## src/rtl/counter15.sv

```systemverilog
`default_nettype none
// ============================================================================
// Module   : counter15
// Purpose  : 4-bit synchronous presettable binary counter with asynchronous
//            clear, functionally equivalent to a 74LVC161. Counts 0..15 and
//            wraps; a parallel load presets the count; CEP/CET plus TC allow
//            ripple-free cascading into wider counters.
// Ports    :
//   CP   in   1  clock, all synchronous actions on its rising edge
//   CR   in   1  asynchronous active-low clear
//   PE   in   1  active-low synchronous parallel load
//   CEP  in   1  count enable (parallel), active-high
//   CET  in   1  count enable (trickle), active-high, also gates TC
//   D    in   4  parallel load data, D[3] is the MSB
//   Q    out  4  registered counter state
//   TC   out  1  terminal count, combinational
// Revision : 1.0 - initial release
// ============================================================================
module counter15 (
  input  logic       CP,
  input  logic       CR,
  input  logic       PE,
  input  logic       CEP,
  input  logic       CET,
  input  logic [3:0] D,
  output logic [3:0] Q,
  output logic       TC
);

  localparam logic [3:0] C_TERMINAL = 4'hF;
  localparam logic [3:0] C_ONE      = 4'h1;

  logic [3:0] count_q;
  logic [3:0] count_d;

  // Load beats count; count needs both enables; otherwise hold.
  // The 4-bit add wraps 4'hF to 4'h0 naturally.
  always_comb begin
    count_d = count_q;
    if (!PE) begin
      count_d = D;
    end else if (CEP && CET) begin
      count_d = count_q + C_ONE;
    end
  end

  // Clear acts immediately on the falling edge of CR and holds while low.
  always_ff @(posedge CP or negedge CR) begin
    if (!CR) begin
      count_q <= 4'h0;
    end else begin
      count_q <= count_d;
    end
  end

  assign Q  = count_q;

  // CET gating lets a cascaded stage see TC only when all lower stages are
  // at terminal count; CEP deliberately plays no part here.
  assign TC = CET & (count_q == C_TERMINAL);

endmodule
`default_nettype wire

```

## config.mk

```make
export PLATFORM = sky130hd
export DESIGN_NAME = counter15
export DESIGN_NICKNAME = d
export VERILOG_FILES = /design/src/rtl/counter15.sv
export SDC_FILE = /design/constraint.sdc
export NUM_CORES = 1
export LEC_CHECK = 0
export ABC_AREA = 1
export BUFFER_PORTS_ARGS = -buffer_cell sky130_fd_sc_hd__buf_2
export CAP_MARGIN = 20
export CORE_AREA = 4 4 41 43
export DETAILED_ROUTE_END_ITERATION = 8
export DIE_AREA = 0 0 45 47
export PLACE_DENSITY = 0.5
export REMOVE_ABC_BUFFERS = 1
export SETUP_SLACK_MARGIN = 0.3
export SYNTH_ARGS = -nofsm -noshare
export SYNTH_HDL_FRONTEND = slang
export SYNTH_SLANG_ARGS = --single-unit
```

## constraint.sdc

```tcl
create_clock -name CP -period 1.2 [get_ports CP]
set_input_delay 0.12 -clock CP [delete_from_list [all_inputs] [get_ports CP]]
set_output_delay 0.12 -clock CP [all_outputs]
set_load 0.05 [all_outputs]
```

After elaboration in Yosys (flattened, before gate mapping)
Cells that the tools add are included.
- flip-flop bits (word level): 4
- input bits: 9
- output and inout port bits: 5
- logic and storage cells: 8
- add/subtract/negate cells: 1
- equal/unequal tests: 2
- mux-type cells: 2
- bitwise gates (word level): 1
- reduce and logical (&&, ||, !) cells: 1
- operator list (cell ; number):
    $mux W4 ; 2
    $add A4 B1 Y4 const B ; 1
    $eq A4 B4 Y1 const B ; 1
    $ne A2 B1 Y1 const B ; 1
    $and A1 B1 Y1 ; 1
    $logic_and A1 B1 Y1 ; 1

Depth between registers and ports, before layout
- word-level depth: 3
- gate-level depth with buffers: 6
- mapped depth without buffers: 6

Worst setup path after synthesis
Ideal clock, no wire load.
- path type: register to output
- start point: register count_q[0] (netlist: Q[0])
- end point: output port TC
- data arrival time: 1679 ps
- slack: -599 ps
- stages on the path, launching flop included: 4
- path buffers: 0
- cells stage by stage: dfrtp_1 > ha_1 > nand2_1 > nor2_1
- word-level cells in the longest chain between the ends: 2
- ends and longest elaborated chain (what ; RTL line ; text):
    start: declaration ; 33 ; logic [3:0] count_q;
    start signal: assignment ; 52 ; count_q <= count_d;
    $eq A4 B4 Y1 ; 60 ; assign TC = CET & (count_q == C_TERMINAL);
    $and A1 B1 Y1 ; 60 ;
    end: declaration ; 27 ; output logic TC
No other way between the ends.

Worst setup path after layout
Ends and elaborated chain as after synthesis.

==> metrics.md <==
| Metric | Value |
|---|---|
| Status | finished clean |
| Fmax | 846 MHz |
| Logic pwr share | 47.9% |
| Distinct cells, synth | 13 |
| Worst EP required | 1.08 ns |
| Die Span Y | 47 um |
| Num CTS Buffers | 3 |
| Number of remaining DRC errors | 0 |
| Net load switching power | 0.000238 W |
| Syn. warnings | 0 |
| Clk slew on worst S/H paths | 0.04 ns |
| Antenna cells | 0 |
| Nets | 75 |
| Initial antenna violation count | 0 |
| Syn Inst Count | 39 |
| Synthesis-to-finish area growth | 93.4% |
| Internal | 0.000413 W |
| Reg2reg setup slack | 0.18 ns |
| DRT Pass-1 Iters | 4 |
| Num rows | 13 |
| Slew Limit Headroom | 88.2% |
| Slew at the pin closest to its max-slew limit | 0.176 ns |
| Skew-Pair Late Insertion Delay | 0.23 ns |
| Setup Skew | 0.000517 ns |
| H-tree lvl count | 1 |
| Setup TNS | 0 ns |
| Cell area after synthesis | 265 sq um |
| Tot GR Track Use | 8.80% |
| CP endpoint kind | output pin |
| Yosys reg bits | 4 |
| First-pass GRT wire length | 1260 um |
| DP Cell Count | 69 |
| Sequential share of the synthesized area | 37.7% |
| VDD IR max | 0.000911 V |
| Reg power frac | 27.0% |
| Clk buf depth | 2 |
| Initial DRC count | 8 |
| GRT overflow | 0 |
| Largest register FFs | 4 |
| Total power divided by cell area | 1270 nW/um^2 |
| Sw Ratio | 36.5% |
| End-of-flow core utilization | 39.4% |
| Share of cells above drive strength 1 | 49.2% |
| Initial core utilization | 20.4% |
| Clock sink total | 4 |
| WP data arrival | 1.06 ns |
| Clock power share | 25.2% |
| Avg Inst Size Synth | 6.80 sq um |
| Reg2reg end | Q[3]$_DFFE_PN0P_ |
| Die area | 2120 sq um |
| Die X | 45 um |
| Min-Delay Path Class | in -> reg |
| Reg2reg start | Q[1]$_DFFE_PN0P_ |
| Period utilization | 98.5% |
| Final ANT Viol Nets | 0 |
| Hold Fails Final Rpt | 0 |
| CP max FO | 2 |
| IO Count | 14 |
| Via Count | 332 |
| Max-slew violation count | 0 |
| Non-Filler Instances | 78 |
| Port Buf Inserts | 13 |
| Routed len/inst | 9.92 um |
| Post-DR vias/cell | 4.26 |
| RSZ-0062 raised after global routing | yes |
| Hold Crit Depth | 3 |
| Largest net degree at the start of global routing | 7 |
| Root Driver | clkbuf_4 |
| Total core area | 1300 sq um |
| Count of final setup violators | 0 |
| R2R cell count | 6 |
| Setup CP Type | reg -> out |
| Gpl congestion | 0.699 |
| Hold Startpoint | D[2] |
| Min Tclk post-route | 1.18 ns |
| Drt total wl | 774 um |
| Leak | 0.275 nW |
| Hold EP | Q[2]$_DFFE_PN0P_ |
| Detail Placement HPWL | 576 um |
| CTS tree | yes |
| Maximum Capacitance Violations | 0 |
| Vias in the first global route | 309 |
| Crit path launch type | register |
## per-stage QoR
step | cell area (sq um) | power (W) | hold slack (ns) | worst slack, ns
6_report | 513 | 0.000651 | 0.123 | 0.0183
5_1_grt | 513 | 0.000695 | 0.139 | -0.0291
4_1_cts | 480 | 0.000629 | 0.124 | 0.00103
3_5_place_dp | 364 | 0.000380 | -0.0736 | 0.107
3_3_place_gp | 364 | 0.000376 | -0.0708 | 0.139
2_1_floorplan | 265 | 0.000303 | -0.176 | -0.599
## layout make-up
type                       instances  area (sq um)
inverter                           5          18.8
fill                             141           788
tap                               15          18.8
sequential                         4           101
multi-input combinational         30           174
timing repair buffer              21           178
clock buffer                       3          22.5
## kinds of logic after synthesis
| group | after synthesis | synth area share [%] |
|---|---|---|
| fa+ha+maj | 1 | 4.72 |
| flops | 4 | 37.7 |
| compound gates | 2 | 4.72 |
| simple gates | 27 | 45.8 |
| buf+inv | 5 | 7.08 |
## cell usage after synthesis, drive strengths merged
| cell | n | area share (%) |
|---|---|---|
| dfrtp | 4 | 38 |
| nand3 | 4 | 7.5 |
| o21ai | 1 | 1.9 |
| or2 | 1 | 2.4 |
| ha | 1 | 4.7 |
| inv | 5 | 7.1 |
| nand2 | 17 | 25 |
| o211ai | 1 | 2.8 |
| nand4 | 1 | 2.4 |
| nor2 | 4 | 8.5 |
## power groups by stage
stage | Clock [W] | Sequential, W | Combinational (W)
after floorplan | 0 | 0.000243 | 0.0000599
final | 0.000164 | 0.000176 | 0.000312
after global routing | 0.000184 | 0.000177 | 0.000334
after detailed placement | 0 | 0.000173 | 0.000207
after global placement | 0 | 0.000172 | 0.000203
after CTS | 0.000170 | 0.000175 | 0.000284
## worst max path at each step
stage                     startpoint                to
floorplan           Q[0]$_DFFE_PN0P_                TC
global placement    Q[0]$_DFFE_PN0P_  Q[1]$_DFFE_PN0P_
detailed placement  Q[0]$_DFFE_PN0P_  Q[1]$_DFFE_PN0P_
CTS                 Q[1]$_DFFE_PN0P_                TC
global route        Q[1]$_DFFE_PN0P_                TC
finish              Q[0]$_DFFE_PN0P_                TC
## worst max-delay path, stage by stage (launching register included)
cell and delay [ns]:
dfrtp_1 0.38, ha_4 0.16, nand2_4 0.05, nor2_4 0.08
buf_6 0.16
## cells in the final DEF, fill, tap and decap left out
cell type       n
nand3_1         4
nand2_2         1
buf_6           4
nand2_4         1
o211ai_1        1
dfrtp_2         1
dfrtp_1         3
inv_1           3
nor2_1          2
nand4_1         1
o21ai_1         1
ha_4            1
nand2_1        15
buf_8           3
nor2_4          2
inv_2           2
dlygate4sd3_1   1
or2_0           1
clkbuf_4        3
buf_2           8
buf_4           5
## layer usage
metal / global-route usage, % / share of wire (%)
met5: 0 / 0
met4: 1.75 / 0
met3: 5.75 / 8.3
met2: 13.8 / 51
met1: 10.1 / 41
## timing repair
item	4_1_cts	5_1_grt
endpoints found under the hold margin	4	0
gates resized for setup	18	4
gates cloned	0	0
setup buffers	3	2
hold buffers	1	0
setup endpoints to repair	7	9
pin swaps	7	1
Power figures use the tool's default switching activity.
